<file path="config.mk">
export PLATFORM = sky130hd
export DESIGN_NAME = down_timer
export DESIGN_NICKNAME = d
export VERILOG_FILES = /design/src/rtl/down_timer.sv
export SDC_FILE = /design/constraint.sdc
export NUM_CORES = 1
export LEC_CHECK = 0
export ABC_AREA = 1
export ABC_CLOCK_PERIOD_IN_PS = 1900
export CAP_MARGIN = 0
export CORE_ASPECT_RATIO = 1.75
export CORE_UTILIZATION = 45
export DETAILED_ROUTE_END_ITERATION = 7
export PLACE_DENSITY = 0.75
export SYNTH_ARGS = -nofsm -noshare
export SYNTH_HDL_FRONTEND = slang
export SYNTH_SLANG_ARGS = --single-unit
</file>
<file path="constraint.sdc">
create_clock -name clk -period 1.9 [get_ports clk]
set_input_delay 0.285 -clock clk [delete_from_list [all_inputs] [get_ports clk]]
set_output_delay 0.285 -clock clk [all_outputs]
set_load 0.05 [all_outputs]
</file>
<file path="src/rtl/down_timer.sv">
// Programmable down-counting timer.
// Loads a period on start, counts down on enabled cycles and strobes tick
// for one cycle on expiry. Supports one-shot and auto-reload operation.
//
// state | meaning
// ------+-----------------------------------------------
// IDLE  | not counting; cnt holds its last value
// RUN   | counting down on enabled cycles; busy is high
module down_timer #(
  parameter int WIDTH = 12
) (
  input  logic             clk,
  input  logic             reset,
  input  logic             start,
  input  logic             stop,
  input  logic             periodic,
  input  logic [WIDTH-1:0] period,
  input  logic             enable,
  output logic [WIDTH-1:0] cnt,
  output logic             tick,
  output logic             busy,
  output logic             err
);

  typedef enum logic {
    IDLE = 1'b0,
    RUN  = 1'b1
  } state_t;

  localparam logic [WIDTH-1:0] ONE = WIDTH'(1);

  state_t           state, state_nxt;
  logic [WIDTH-1:0] cnt_nxt;
  logic [WIDTH-1:0] period_reg, period_nxt;
  logic             mode_reg, mode_nxt;
  logic             tick_nxt, err_nxt;

  // State and datapath registers; reset overrides every command.
  always_ff @(posedge clk) begin
    if (reset) begin
      state      <= IDLE;
      cnt        <= '0;
      tick       <= 1'b0;
      err        <= 1'b0;
      period_reg <= '0;
      mode_reg   <= 1'b0;
    end else begin
      state      <= state_nxt;
      cnt        <= cnt_nxt;
      tick       <= tick_nxt;
      err        <= err_nxt;
      period_reg <= period_nxt;
      mode_reg   <= mode_nxt;
    end
  end

  // Next-state logic: stop beats start, start beats counting. An illegal
  // (zero-period) start still counts as a command, so the count holds that cycle.
  always_comb begin
    state_nxt  = state;
    cnt_nxt    = cnt;
    tick_nxt   = 1'b0;
    err_nxt    = 1'b0;
    period_nxt = period_reg;
    mode_nxt   = mode_reg;

    if (stop) begin
      state_nxt = IDLE;
      cnt_nxt   = '0;
    end else if (start) begin
      if (period != '0) begin
        period_nxt = period;
        mode_nxt   = periodic;
        cnt_nxt    = period;
        state_nxt  = RUN;
      end else begin
        err_nxt = 1'b1;
      end
    end else if (state == RUN && enable) begin
      if (cnt > ONE) begin
        cnt_nxt = cnt - ONE;
      end else if (cnt == ONE) begin
        tick_nxt = 1'b1;
        if (mode_reg) begin
          cnt_nxt = period_reg;
        end else begin
          cnt_nxt   = '0;
          state_nxt = IDLE;
        end
      end
    end
  end

  // busy follows the registered state directly.
  assign busy = (state == RUN);

endmodule

</file>
==> results of run 1 <==
-- metrics by stage --
stage,cells,util (%),hold WS [ps],setup slack [ps],instance area [um^2]
6_report,358,59.4,506,64.2,2130
5_1_grt,358,59.4,542,3.48,2130
4_1_cts,358,59.4,508,59.7,2130
3_5_place_dp,355,58.2,487,28.9,2090
3_3_place_gp,355,58.2,475,69.9,2090
2_1_floorplan,273,-,420,62.3,1670
-- cells in the final DEF, fill, tap and decap left out, types with 2 or more instances in the layout --
cell type | Yosys | final
or2_1 | 2 | 2
nand2_2 | 6 | 6
o21ai_0 | 12 | 12
nor2_2 | 3 | 3
inv_1 | 19 | 19
dfxtp_1 | 28 | 28
nand2_1 | 68 | 68
nand3_1 | 24 | 24
clkbuf_8 | 0 | 3
xnor2_1 | 2 | 2
nor2_1 | 66 | 66
nor2_4 | 2 | 2
clkdlybuf4s50_1 | 0 | 30
buf_4 | 0 | 15
ha_1 | 2 | 2
o21ai_1 | 6 | 6
a21oi_1 | 16 | 16
xor2_1 | 2 | 2
-- layout make-up --
cell class	count	area (um^2)	area share, %
Multi-Input combinational cell	216	985	46.2
Sequential cell	28	561	26.3
Inverter	20	75.1	3.52
Clock buffer	3	41.3	1.94
Tap cell	46	57.6	2.70
Timing Repair Buffer	45	413	19.4
-- path summary, 6_finish.rpt --
check,start,endpoint,depth (start not counted)
worst min-delay path,cnt[0]$_SDFFE_PP0P_,cnt[0]$_SDFFE_PP0P_,2
worst min register to register,cnt[0]$_SDFFE_PP0P_,cnt[0]$_SDFFE_PP0P_,2
worst max-delay path,cnt[5]$_SDFFE_PP0P_,cnt[5],1
worst max register to register,cnt[0]$_SDFFE_PP0P_,cnt[3]$_SDFFE_PP0P_,11
-- layer usage --
layer  global-route usage [%]  vias to the layer above  wire length [um]
met5                        0                        -                 0
met2                     41.2                       45              2150
met1                     26.8                      776              1720
met3                     2.39                       13               117
li1                         -                      938                 -
met4                     8.89                        0               123
-- power by group through the flow --
stage	logic, W	clock network, W	registers, W
after floorplan	0.000415	0	0.000722
after global placement	0.000650	0	0.000671
after global routing	0.000739	0.000345	0.000664
after detailed placement	0.000654	0	0.000672
after CTS	0.000658	0.000321	0.000658
final	0.000659	0.000312	0.000659
-- cells by family (layout without fill, tap and decap cells) --
logic type,after synthesis,after routing,synth area share [%]
xor+xnor,4,4,2.10
fa+ha+maj,2,2,1.50
simple gates,176,176,45.1
buf+inv,29,68,7.56
compound gates,34,34,10.2
flops,28,28,33.5
==> impl_metrics.csv, run 1 <==
group,metric,value,unit
timing,slew_headroom,67.1,%
pwr,leakagePower,0.971,nW
die,die_x,48.1,um
logic_synthesis,synth_common_cells,"nand2_1 (68), nor2_1 (66), dfxtp_1 (28), nand3_1 (24), inv_1 (19)",
pwr,p_sw,0.000627,W
logic_synthesis,synth_seq_area_share,33.5,%
worst_setup_path,crit_type,"flip-flop to primary output",
worst_setup_path,cp_max_fo,5,
pwr,clkPwrFrac,19.1,%
worst_setup_path,critPathBufInv,1,
detailed_routing,drtIter0Drc,40,
logic_synthesis,synth_warnings,0,
worst_setup_path,crit_required,1620,ps
pwr,p_per_area,764,nW/um^2
pwr,cell_internal_pwr,0.00100,W
timing,fin_crit_sh,96.6,%
detailed_routing,route.final.wire_length,4110,um
die,design.die.area,3970,um^2
timing,finalMaxSlewViolations,0,
logic_synthesis,synth_nets,293,
finish,fin_nets,334,
detailed_routing,via_count,1772,
logic_synthesis,ys_types,24,
pwr,pwr-share-comb,40.4,%
detailed_routing,dr.pass1.iters,4,
logic_synthesis,ys_seq_elements,28,
pwr,peakVddDrop,0.569,mV
flow_run,cap_violations,0,
clock_tree,cts_tree,"yes",
status,status,"completed",
die,core_area,3590,um^2
logic_synthesis,yosys.area.top_type,"dfxtp_1",
pwr,netSwitchingFraction,38.5,%
die,rows,29,
global_route,grt-ovfl-total,0,
logic_synthesis,synth_ff_type,"dfxtp_1",
clock_tree,clk_pin_slew_worst_paths,90,ps
worst_setup_path,crit_path_cell_trace,"clkdlybuf4s50_1",
clock_tree,cts_hold_buf,0,
worst_setup_path,worstSetupStartpointType,"flip-flop",
logic_synthesis,synth_top_area_share,33.5,%
die,ios,33,
global_route,grt_pass1_wl,6710,um
global_route,grt_usage,23.1,%
logic_synthesis,synth_edf_count,0,
clock_tree,clkLatencyLatePin,270,ps
global_route,antenna_found_initial,0,
timing,worst_slew_pin_slew,493,ps
clock_tree,cts_max_level,1,
logic_synthesis,async_flop_share,0,%
logic_synthesis,syn_avg_cell_area,6.12,um^2
clock_tree,cts-buffers-inserted,3,
clock_tree,clock-sinks,28,
detailed_routing,viasPerCell,4.95,
worst_setup_path,critPathArrivalTime,1550,ps
worst_setup_path,cp_slowest_cell,"clkdlybuf4s50_1",
logic_synthesis,syn_inst,273,
pwr,seqPwrFrac,40.4,%
worst_setup_path,cp_top_family,"buffers and inverters",
finish,drive_above_1_share,10.6,%
global_route,grt_max_degree,25,
timing,hold_violations,0,
clock_tree,postCtsSetupBuffers,0,
clock_tree,cts_root_buffer,"clkbuf_8",
timing,timing.fmax,545,MHz
worst_setup_path,critical-path-max-stage-delay,840,ps
clock_tree,cts_buffer_depth,2,
timing,setup_viol,0,
detailed_routing,antenna_left,0,
logic_synthesis,yosysMostFrequentCell,"nand2_1",
finish,diodes,0,
timing,fin_tns_setup,0,ps
placement,dpl.hpwl,3320,um
placement,place.gp.congestion,0.837,
timing,fin_crit,1840,ps
die,start_util,46.5,%
pwr,finalPower,0.00163,W
logic_synthesis,syn-cell-area,1670,um^2
timing,finClkSkew,2.15,ps
finish,nFillCells,355,
finish,syn_to_final_growth,27.5,%
hold_path,hold_path.class,"flip-flop to flip-flop",
worst_setup_path,rrSetupSlack,190,ps
global_route,grt_pass1_vias,1599,
detailed_routing,routedWlPerCell,11.5,um
die,die_y,82.6,um
placement,numPortBuffers,32,
clock_tree,cts-resized-gates,0,
timing,rsz0062_at_grt,"false",
detailed_routing,drc,0,
logic_synthesis,ys_top_cells_by_area,"dfxtp_1 (34%), nand2_1 (15%), nor2_1 (15%)",
worst_setup_path,critPathCaptureType,"primary output",
Power figures use the tool's default switching activity.
==> run 2, diff against run 1 <==
==> constraint.sdc (replaced) <==
create_clock -name clk -period 1.9 [get_ports clk]
set_input_delay 0.38 -clock clk [delete_from_list [all_inputs] [get_ports clk]]
set_output_delay 0.38 -clock clk [all_outputs]
set_load 0.05 [all_outputs]
==> impl_metrics.csv, run 2 (same netlist as run 1, synthesis figures left out) <==
group,metric,value,unit
status,status,"completed",
clock_tree,cts_tree,"yes",
clock_tree,clock-sinks,28,
placement,dp_cells,360,
worst_setup_path,cp_max_fo,3,
clock_tree,cts-buffers-inserted,3,
worst_setup_path,critPathCaptureType,"primary output",
timing,fin_crit,1830,ps
finish,final_cell_count_no_fill,364,
clock_tree,cts_max_level,1,
finish,nFillCells,359,
worst_setup_path,cp_slowest_cell,"clkdlybuf4s50_1",
clock_tree,cts-resized-gates,0,
global_route,grt_pass1_vias,1583,
finish,drive_above_1_share,15.4,%
timing,finalMaxSlewViolations,0,
timing,worst_slew_pin_slew,490,ps
timing,rsz0062_at_grt,"true",
placement,dpl.hpwl,3320,um
finish,fin_nets,339,
die,die_x,48.1,um
pwr,peakVddDrop,0.740,mV
worst_setup_path,crit_type,"flip-flop to primary output",
worst_setup_path,critical-path-max-stage-delay,810,ps
finish,layout_commonest_cell,"nand2_1",
global_route,grt_pass1_wl,6760,um
worst_setup_path,cp_top_family,"buffers and inverters",
pwr,p_per_area,777,nW/um^2
detailed_routing,via_count,1787,
worst_setup_path,worstSetupStartpointType,"flip-flop",
timing,fin_crit_sh,96.2,%
clock_tree,cts_buffer_depth,2,
die,design.die.area,3970,um^2
worst_setup_path,rrSetupSlack,180,ps
timing,finClkSkew,3.55,ps
worst_setup_path,crit_path_cell_trace,"clkdlybuf4s50_1",
detailed_routing,antenna_left,0,
placement,place.gp.congestion,0.799,
pwr,leakagePower,1.03,nW
finish,syn_to_final_growth,30.2,%
worst_setup_path,critPathBufInv,1,
placement,numPortBuffers,32,
die,start_util,46.5,%
detailed_routing,route.final.wire_length,4170,um
die,rows,29,
timing,timing.fmax,547,MHz
clock_tree,clk_pin_slew_worst_paths,90,ps
global_route,grt_max_degree,25,
detailed_routing,dr.pass1.iters,4,
die,die_y,82.6,um
clock_tree,clkLatencyLatePin,270,ps
finish,final_cell_mix,"nand2_1 (68), nor2_1 (66), buf_4 (29)",
timing,fin_tns_setup,0,ps
detailed_routing,drtIter0Drc,61,
timing,setup_viol,0,
clock_tree,postCtsSetupBuffers,0,
detailed_routing,routedWlPerCell,11.4,um
worst_setup_path,critPathArrivalTime,1450,ps
hold_path,hold_path.class,"flip-flop to flip-flop",
clock_tree,cts_root_buffer,"clkbuf_8",
flow_run,cap_violations,0,
global_route,antenna_found_initial,0,
clock_tree,cts_hold_buf,0,
detailed_routing,viasPerCell,4.91,
die,core_area,3590,um^2
worst_setup_path,crit_required,1520,ps
detailed_routing,drc,0,
timing,hold_violations,0,
global_route,grt-ovfl-total,0,
die,ios,33,
finish,diodes,0,
timing,slew_headroom,67.2,%
global_route,grt_usage,23.0,%
## run 2: changes by cell type in the layout (fill, tap and decap cells not counted), sizes merged
cell and delta:
clkdlybuf4s50 -10, buf +15, clkbuf +1
## run 2: layout make-up
type	instances	area, um^2	area share (%)
Inverter	20	75.1	3.45
Timing Repair Buffer	50	438	20.1
Clock buffer	4	55.1	2.53
Multi-Input combinational cell	216	990	45.5
Tap cell	46	57.6	2.65
Sequential cell	28	561	25.8
## run 2: worst reg2reg max path: stages (launching register included)
cell and delay, ps:
dfxtp_1 390, inv_1 90, ha_1 220, nand2_2 120, nor2_2 70, nand2_1 100
nand2_4 100, inv_1 190, nand3_1 120, nand2_1 80, nand2_1 50, a21oi_1 120
## run 2: path summary, 6_finish.rpt
| check | from | cells past startpoint | end |
|---|---|---|---|
| min reg2reg | period_reg[9]$_SDFFE_PP0P_ | 2 | period_reg[9]$_SDFFE_PP0P_ |
| min | period_reg[9]$_SDFFE_PP0P_ | 2 | period_reg[9]$_SDFFE_PP0P_ |
| max reg2reg | cnt[0]$_SDFFE_PP0P_ | 11 | cnt[9]$_SDFFE_PP0P_ |
| max | busy$_SDFFE_PP0P_ | 1 | busy |
## run 2: stage by stage
| stage | instance area, um^2 | utilization [%] | power (W) | worst slack [ps] | hold WS (ps) |
|---|---|---|---|---|---|
| finish | 2180 | 60.6 | 0.00169 | 71.7 | 511 |
| detailed placement | 2120 | 58.9 | 0.00133 | -68.6 | 485 |
| global route | 2180 | 60.6 | 0.00182 | -14.3 | 547 |
| CTS | 2170 | 60.4 | 0.00169 | 60.4 | 510 |
| global placement | 2120 | 58.9 | 0.00132 | -31.6 | 475 |
| floorplan | 1670 | - | 0.00114 | 62.3 | 465 |
## run 2: where the power goes
part	switching (W)	leakage, nW	internal [W]
registers	0.0000367	0.229	0.000622
logic	0.000429	0.767	0.000244
clock network	0.000174	0.0288	0.000185
total	0.000639	1.03	0.00105
## run 2: layer usage
layer  up-vias  global-route usage (%)  routed length (um)
met5         -                       0                   0
met4         0                    5.00                  51
met3         4                    1.96                 115
met2        45                    41.5                2220
met1       794                    28.3                1780
li1        944                       -                   -
